===== src/rtl/sect239k1_pt_mul_if.sv =====
// rtl/sect239k1_pt_mul_if.sv - word-serial command/response front end for the sect239k1 point-multiplication core
//
// Collects a 239-bit scalar as eight 32-bit words (LSW first), starts the core,
// waits for a rising edge on its done output, captures x/y and streams them back
// as sixteen 32-bit words (x words 0..7, then y words 0..7, LSW first).
//
// Ports:
//   clk, rst_n            clock, asynchronous active-low reset
//   clr                   synchronous abort; also forwarded to core_clr
//   s_valid/s_ready/s_data  scalar word input stream
//   m_valid/m_ready/m_data/m_last  result word output stream
//   busy                  high outside LOAD
//   err                   sticky watchdog timeout flag
//   core_clr/core_start/core_d  to the core
//   core_done/core_x/core_y     from the core
//
// Optional feature: define SECT239K1_PT_MUL_IF_TIMEOUT_EN to enable the WAIT
// watchdog (limit TimeoutCycles). Without it err is 0 and WAIT never times out.

module sect239k1_pt_mul_if #(
  parameter int unsigned TimeoutCycles = 1000000
) (
  input  logic         clk,
  input  logic         rst_n,
  input  logic         clr,
  input  logic         s_valid,
  output logic         s_ready,
  input  logic [31:0]  s_data,
  output logic         m_valid,
  input  logic         m_ready,
  output logic [31:0]  m_data,
  output logic         m_last,
  output logic         busy,
  output logic         err,
  output logic         core_clr,
  output logic         core_start,
  output logic [238:0] core_d,
  input  logic         core_done,
  input  logic [238:0] core_x,
  input  logic [238:0] core_y
);

  typedef enum logic [2:0] {
    ST_LOAD,
    ST_START,
    ST_WAIT,
    ST_CAPT,
    ST_UNLOAD
  } state_t;

  state_t         state;
  logic [2:0]     wcnt;
  logic [3:0]     beat;
  logic [238:0]   d_reg;
  logic [238:0]   x_reg;
  logic [238:0]   y_reg;
  logic           done_q;
  logic           done_rise;
  logic           timeout_hit;
  logic           err_q;
  logic [238:0]   coord;
  logic [31:0]    word;

  // Only a fresh rising edge counts; a level left high by a previous run is ignored.
  assign done_rise = core_done & ~done_q;

`ifdef SECT239K1_PT_MUL_IF_TIMEOUT_EN
  logic [31:0] wd_cnt;

  // Counter is 0 in the first WAIT cycle, so the hit lands in WAIT cycle TimeoutCycles.
  assign timeout_hit = (state == ST_WAIT) && !done_rise &&
                       (wd_cnt == 32'(TimeoutCycles - 1));

  always_ff @(posedge clk or negedge rst_n) begin
    if (!rst_n) begin
      wd_cnt <= '0;
    end else if (state == ST_WAIT) begin
      wd_cnt <= wd_cnt + 32'd1;
    end else begin
      wd_cnt <= '0;
    end
  end
`else
  wire unused_timeout_cycles = ^TimeoutCycles;
  assign timeout_hit = 1'b0;
`endif

  always_ff @(posedge clk or negedge rst_n) begin
    if (!rst_n) begin
      state  <= ST_LOAD;
      wcnt   <= '0;
      beat   <= '0;
      d_reg  <= '0;
      x_reg  <= '0;
      y_reg  <= '0;
      done_q <= 1'b0;
      err_q  <= 1'b0;
    end else begin
      done_q <= core_done;
      if (clr) begin
        // clr outranks any handshake in the same cycle; the word is dropped.
        state <= ST_LOAD;
        wcnt  <= '0;
        beat  <= '0;
        d_reg <= '0;
        err_q <= 1'b0;
      end else begin
        case (state)
          ST_LOAD: begin
            if (s_valid) begin
              if (wcnt == 3'd7) begin
                // Top word carries only bits 238:224; the rest is discarded.
                d_reg[238:224] <= s_data[14:0];
                state          <= ST_START;
              end else begin
                for (int i = 0; i < 7; i++) begin
                  if (wcnt == i[2:0]) d_reg[32*i +: 32] <= s_data;
                end
              end
              wcnt <= wcnt + 3'd1;
            end
          end
          ST_START: state <= ST_WAIT;
          ST_WAIT: begin
            if (done_rise) begin
              state <= ST_CAPT;
            end else if (timeout_hit) begin
              err_q <= 1'b1;
              d_reg <= '0;
              state <= ST_LOAD;
            end
          end
          ST_CAPT: begin
            x_reg <= core_x;
            y_reg <= core_y;
            state <= ST_UNLOAD;
          end
          ST_UNLOAD: begin
            if (m_ready) begin
              beat <= beat + 4'd1;
              if (beat == 4'd15) begin
                d_reg <= '0;
                state <= ST_LOAD;
              end
            end
          end
          default: state <= ST_LOAD;
        endcase
      end
    end
  end

  // Output word mux; beat only moves on a handshake, so m_data holds under stall.
  always_comb begin
    coord = beat[3] ? y_reg : x_reg;
    word  = 32'd0;
    if (beat[2:0] == 3'd7) begin
      word = {17'd0, coord[238:224]};
    end else begin
      for (int i = 0; i < 7; i++) begin
        if (beat[2:0] == i[2:0]) word = coord[32*i +: 32];
      end
    end
  end

  assign s_ready    = (state == ST_LOAD);
  assign m_valid    = (state == ST_UNLOAD);
  assign m_data     = (state == ST_UNLOAD) ? word : 32'd0;
  assign m_last     = (state == ST_UNLOAD) && (beat == 4'd15);
  assign busy       = (state != ST_LOAD);
  assign err        = err_q;
  assign core_clr   = clr | timeout_hit;
  assign core_start = (state == ST_START);
  assign core_d     = ((state == ST_START) || (state == ST_WAIT) || (state == ST_CAPT))
                      ? d_reg : 239'd0;

endmodule


===== config.mk =====
export PLATFORM = sky130hd
export DESIGN_NAME = sect239k1_pt_mul_if
export DESIGN_NICKNAME = d
export VERILOG_FILES = /design/src/rtl/sect239k1_pt_mul_if.sv
export SDC_FILE = /design/constraint.sdc
export NUM_CORES = 2
export LEC_CHECK = 0
export CAP_MARGIN = 10
export CORE_AREA = 5 5 307 309
export CTS_CLUSTER_DIAMETER = 80
export DETAILED_ROUTE_END_ITERATION = 8
export DIE_AREA = 0 0 312 314
export GPL_TIMING_DRIVEN = 0
export SETUP_SLACK_MARGIN = 0.1
export SLEW_MARGIN = 20
export SYNTH_ARGS = -nofsm -noshare
export SYNTH_HDL_FRONTEND = slang
export SYNTH_SLANG_ARGS = --single-unit

===== constraint.sdc =====
create_clock -name clk -period 4 [get_ports clk]
set_clock_uncertainty 0.15 [all_clocks]
set_input_delay 0.8 -clock clk [delete_from_list [all_inputs] [get_ports clk]]
set_output_delay 0.8 -clock clk [all_outputs]
set_load 0.1 [all_outputs]

; ---- Word-level counts from Yosys, hierarchy flattened
; Cells that the tools add are included.
; W data, S select, Z words.
[classes]
n_eq_ne = 32
addsub = 2
n_reduce_logical = 24
bitwise = 3
n_mux = 38
[ops]
columns = operator, n
row1 = $mux W239, 6
row2 = $mux W32, 16
row3 = $pmux W239 S2, 1
row4 = $mux W224, 1
row5 = $reduce_and A6 Y1, 7
row6 = $ne A3 B2 Y1 const B, 10
row7 = $eq A3 B3 Y1 const B, 9
row8 = $mux W3, 9
row9 = $eq A3 B2 Y1 const B, 6
row10 = $mux W15, 1
row11 = $pmux W3 S5, 1
row12 = $mux W4, 3
row13 = $reduce_and A5 Y1, 2
row14 = $eq A3 B1 Y1 const B, 3
row15 = $logic_not A3 Y1, 3
row16 = $ne A3 B3 Y1 const B, 3
row17 = $reduce_bool A2 Y1, 4
row18 = $reduce_and A2 Y1, 3
row19 = $reduce_bool A3 Y1, 2
row20 = $add A4 B1 Y4 const B, 1
row21 = $eq A4 B4 Y1 const B, 1
row22 = $add A3 B1 Y3 const B, 1
row23 = $logic_or A1 B1 Y1, 2
row24 = $not A1 Y1, 2
row25 = other kinds (2), 2
[totals]
inputBits = 516
wordCells = 113
reg_bits = 728
output_inout_bits = 278

; ---- Longest topological paths before layout
[logic_depth]
ltp_word = 10
depth_mapped = 10
ltp_nobuf = 6

; ---- Least setup slack after synthesis
; No wires, ideal clock.
[synth_timing]
kind = flip-flop to output port
startpoint = register state[1]
endpoint = output m_data[10]
arrival_time_ns = 4.482
path_buffers = 3
slack_ns = -1.432
stages_incl_launch_ff = 7
t_required_ns = 3.050
path_cell_list = dfrtp_1 buf_2 nor3b_2 clkbuf_1 clkbuf_1 nand3_1 o21ai_0
[synth_via]
elab_chain_len = 2
[synth_rtl]
columns = item, line
row1 = start: declaration, 51  ; state_t state;
row2 = start signal: assignment, 90  ; state <= ST_LOAD;
row3 = start signal: assignment, 102  ; state <= ST_LOAD;
row4 = start signal: assignment, 114  ; state <= ST_START;
row5 = $eq A3 B3 Y1, --
row6 = via m_valid, 29  ; output logic m_valid,
row7 = $mux W32, 168  ; assign m_data = (state == ST_UNLOAD) ? word : 32'd0;
row8 = end: declaration, 31  ; output logic [31:0] m_data,
; The timed path passes the listed nets, and every way through them passes these cells.

; ---- Final worst setup path
[layout_timing]
startpoint = register beat[2]
endpoint = output m_data[23]
[layout_via]
elab_chain_len = 10
word_cells_on_any_way = 17
cone_classes = 7 x eq/ne / 9 x mux / 1 x reduce/logical
[layout_rtl]
columns = item, line
row1 = start: declaration, 53  ; logic [3:0] beat;
row2 = start signal: assignment, 140  ; beat <= beat + 4'd1;
row3 = $logic_not A3 Y1, 161  ; if (beat[2:0] == i[2:0]) word = coord[32*i +: 32];
row4 = $mux W32 (7 in a row), 161
row5 = $mux W32 (*), 157  ; if (beat[2:0] == 3'd7) begin
row6 = $mux W32 (*), 168
; Mark *: on every way between the ends. The rest lies on a longest branch, timed or not.

==> metrics.log <==
INFO  metric status = complete, but fails checks
INFO  metric failed_checks = setup timing
INFO  metric synth_top_family_by_area = multiplexers
INFO  metric timing.fmax = 250 MHz
INFO  metric tritoncts.num_buffers = 84
INFO  metric r2r_end = d_reg[4]
INFO  metric post_synth_instance_area = 34000 um^2
INFO  metric insertion_delay = 620 ps
INFO  metric hold-path-endpoint = d_reg[110]
INFO  metric rsz0062_at_grt = true
INFO  metric timing.final.hold_violations = 0
INFO  metric die-width = 312 um
INFO  metric postRouteWirelength = 132000 um
INFO  metric synth-async-reset-ratio = 100%
INFO  metric finalCritPeriodShare = 100%
INFO  metric netlist-cell-type-count = 46
INFO  metric rr_worst_depth = 8
INFO  metric setup-tns-final = -2.59 ps
INFO  metric core-area = 91100 um^2
INFO  metric layout-drive-gt1-share = 41.4%
INFO  metric cts_tree = built
INFO  metric max_slew.worst_pin.slew = 1070 ps
INFO  metric grt_max_degree = 102
INFO  metric p_leak = 20.8 nW
INFO  metric drt_drc_violations_left = 0
INFO  metric wire_length_of_the_first_global_routing_pass = 189000 um
INFO  metric final_core_util = 53.2%
INFO  metric post-dp-hpwl = 105000 um
INFO  metric end_kind = output pin
INFO  metric cts.path.max_buffers = 3
INFO  metric critical_path.max_fanout = 8
INFO  metric globalRouteOverflowTotal = 0
INFO  metric power_per_cell_area = 370 nW/um^2
INFO  metric placed_cells = 4539
INFO  metric worst_setup_hold_path_clk_slew = 60 ps
INFO  metric rrSetupSlack = 630 ps
INFO  metric via_count_of_the_first_global_routing_pass = 27.1k
INFO  metric worstHoldPathType = register to register
INFO  metric yosys_register_bits = 728
INFO  metric post_synth_fa_ha_maj_area_fraction = 0.441%
INFO  metric drtAntennaViolNets = 0
INFO  metric cts-root-buf = clkbuf_16
INFO  metric synth_simple_gate_area_share = 6.67%
INFO  metric predominant_post_synthesis_flop_cell = dfrtp_1
INFO  metric synth_edf_count = 0
INFO  metric port_buffers = 791
INFO  metric routed-via-count = 24.6k
INFO  metric top_level_ports = 794
INFO  metric postSynthAreaPerCell = 13.3 um^2
INFO  metric worst_hold_stages = 1
INFO  metric drv_slew = 0
INFO  metric report.final.setup_viol = 1
INFO  metric layout_cells_excl_fill = 4723
INFO  metric antenna_found_initial = 54
INFO  metric worst-endpoint-required = 3050 ps
INFO  metric startpoint_types = register
INFO  metric ys.warnings.count = 0
INFO  metric core.rowCount = 111
INFO  metric power.total = 0.0179 W
INFO  metric dieArea = 98000 um^2
INFO  metric crit_type = register to output pin
INFO  metric grt.total_usage = 26.1%
INFO  metric slew-limit-headroom = 28.4%
INFO  metric compound_gate_fraction_of_synth_area = 4.95%
INFO  metric cp.arrival = 3050 ps
INFO  metric floorplan.initialDensity = 37.3%
INFO  metric post_drt_wl_per_cell = 27.9 um
INFO  metric fin_ws = -2.59 ps
INFO  metric num-nets-final = 3980
INFO  metric worstHoldStart = d_reg[110]
INFO  metric area_growth_syn_to_layout = 42.4%
INFO  metric fin_crit = 4000 ps
INFO  metric fp.dieH = 314 um
INFO  metric maxCapViolations = 0
INFO  metric synthCells = 2554
INFO  metric vdd.ir_drop.worst = 0.000281 V
INFO  metric clock_sinks = 728
INFO  metric synth-seq-area-share = 53.5%
INFO  metric via_per_inst = 5.20
INFO  metric number_of_optimization_iterations_in_the_first_detailed_route_pass = 5
INFO  metric first_iteration_detailed_routing_drc_count = 1366
INFO  metric synth_fp_nets = 3082
INFO  metric htree_levels = 3
INFO  metric muxShareOfSynthArea = 31.2%
INFO  metric synthXorXnorAreaFrac = 0.103%
INFO  metric r2r-start = state[2]
INFO  metric globalplace.congestion = 0.928
[worst max-delay path by stage]
stage | start | to | slack [ps] | cells after the start
4_1_cts | beat[2] | m_data[19] | -80 | 10
6_report | beat[2] | m_data[23] | -3 | 10
2_1_floorplan | beat[2] | m_data[16] | -50 | 10
3_5_place_dp | beat[2] | m_data[12] | -1900 | 11
5_1_grt | beat[2] | m_data[22] | -50 | 10
3_3_place_gp | rst_n | x_reg[215] | -30030 | 1
[where the power goes]
| group | total, W | internal, W | switching [W] |
|---|---|---|---|
| Combinational | 0.00198 | 0.00115 | 0.000824 |
| Clock | 0.00766 | 0.00454 | 0.00311 |
| Sequential | 0.00829 | 0.00797 | 0.000320 |
[synthesized netlist by cell type (2+ instances only)]
cell,number,share of area (%)
nand3_1,17,0.25
a32oi_1,15,0.39
buf_2,59,0.87
a211oi_1,33,0.73
ha_1,12,0.44
a22oi_1,15,0.33
mux2_4,39,1.7
a21oi_1,54,0.79
a21o_4,3,0.13
and2_1,258,4.7
buf_1,32,0.35
o22a_1,2,0.051
nor3_1,2,0.029
xnor2_1,3,0.077
mux2_1,52,1.7
buf_6,22,0.73
nand2_1,47,0.52
mux2_2,631,21
clkbuf_1,88,0.97
dfrtp_1,728,54
or3b_2,2,0.051
nor2b_1,17,0.31
mux2i_1,234,6.9
inv_1,8,0.088
o22ai_1,79,1.5
a21oi_4,5,0.24
nor2_1,12,0.13
and2_0,18,0.33
o21ai_0,48,0.71
buf_4,3,0.066
[layout make-up]
type                    instances  area [um^2]
well taps                    1186         1480
fillers                      7765        42700
flip-flops and latches        728        18200
clock inverters                22          293
multi-input cells            1613        16500
plain buffers                 202         1340
repair buffers                814         8060
inverters                       9         46.3
clock buffers                 124         2470
diodes                         25         62.6
[critical path, cell delays in order, from the launching register on]
cell and delay [ps]:
dfrtp_1 390, buf_8 140, clkinv_8 40, clkbuf_16 140, ha_4 180, or3b_4 510, clkbuf_16 230, o22ai_4 250
a211oi_4 80, o22ai_2 230, buf_12 210
[placed cells by master (no fill, tap or decap), drive strengths merged, types with 27 or more instances in the layout]
| master | Yosys | routed |
|---|---|---|
| a211oi | 33 | 33 |
| mux2 | 722 | 722 |
| clkdlybuf4s50 | 0 | 516 |
| clkbuf | 88 | 210 |
| o21ai | 48 | 48 |
| buf | 116 | 385 |
| nand2 | 47 | 47 |
| clkdlybuf4s15 | 0 | 27 |
| and2 | 276 | 276 |
| dfrtp | 728 | 728 |
| mux2i | 234 | 234 |
| a21oi | 59 | 59 |
| o22ai | 79 | 79 |
[through the flow]
step / worst slack (ps) / hold slack (ps) / cell area, um^2
after floorplan: -46.9 / 299 / 34300
after global placement: -30030 / 310 / 43700
after detailed placement: -1900 / 317 / 43900
after CTS: -80.3 / 330 / 48000
after global routing: -50.9 / 344 / 48400
final: -2.59 / 327 / 48400
[per-layer routing]
layer | global-route usage (%) | part of all wire, % | up-vias
met5 | 0 | 0.30 | -
met4 | 6.96 | 2.5 | 56
met3 | 7.60 | 7.3 | 206
met2 | 47.5 | 51 | 842
met1 | 30.2 | 38 | 12600
li1 | - | - | 10900
[kinds of logic (layout without fill, tap and decap cells)]
kind of cell	Yosys count	count (layout)
fa+ha+maj	12	12
mux	956	956
compound gates	257	257
flops	728	728
buf+inv	213	1171
xor+xnor	4	4
simple gates	383	383
other cells	1	26
[repair_timing]
item	4_1_cts	5_1_grt
buffers inserted	7	4
hold buffers	1	0
endpoints found under the setup margin	274	111
gates resized for setup	1937	104
cloned	3	0
hold endpoints to repair	32	0
pin swaps	93	14
Power figures use the tool's default switching activity.
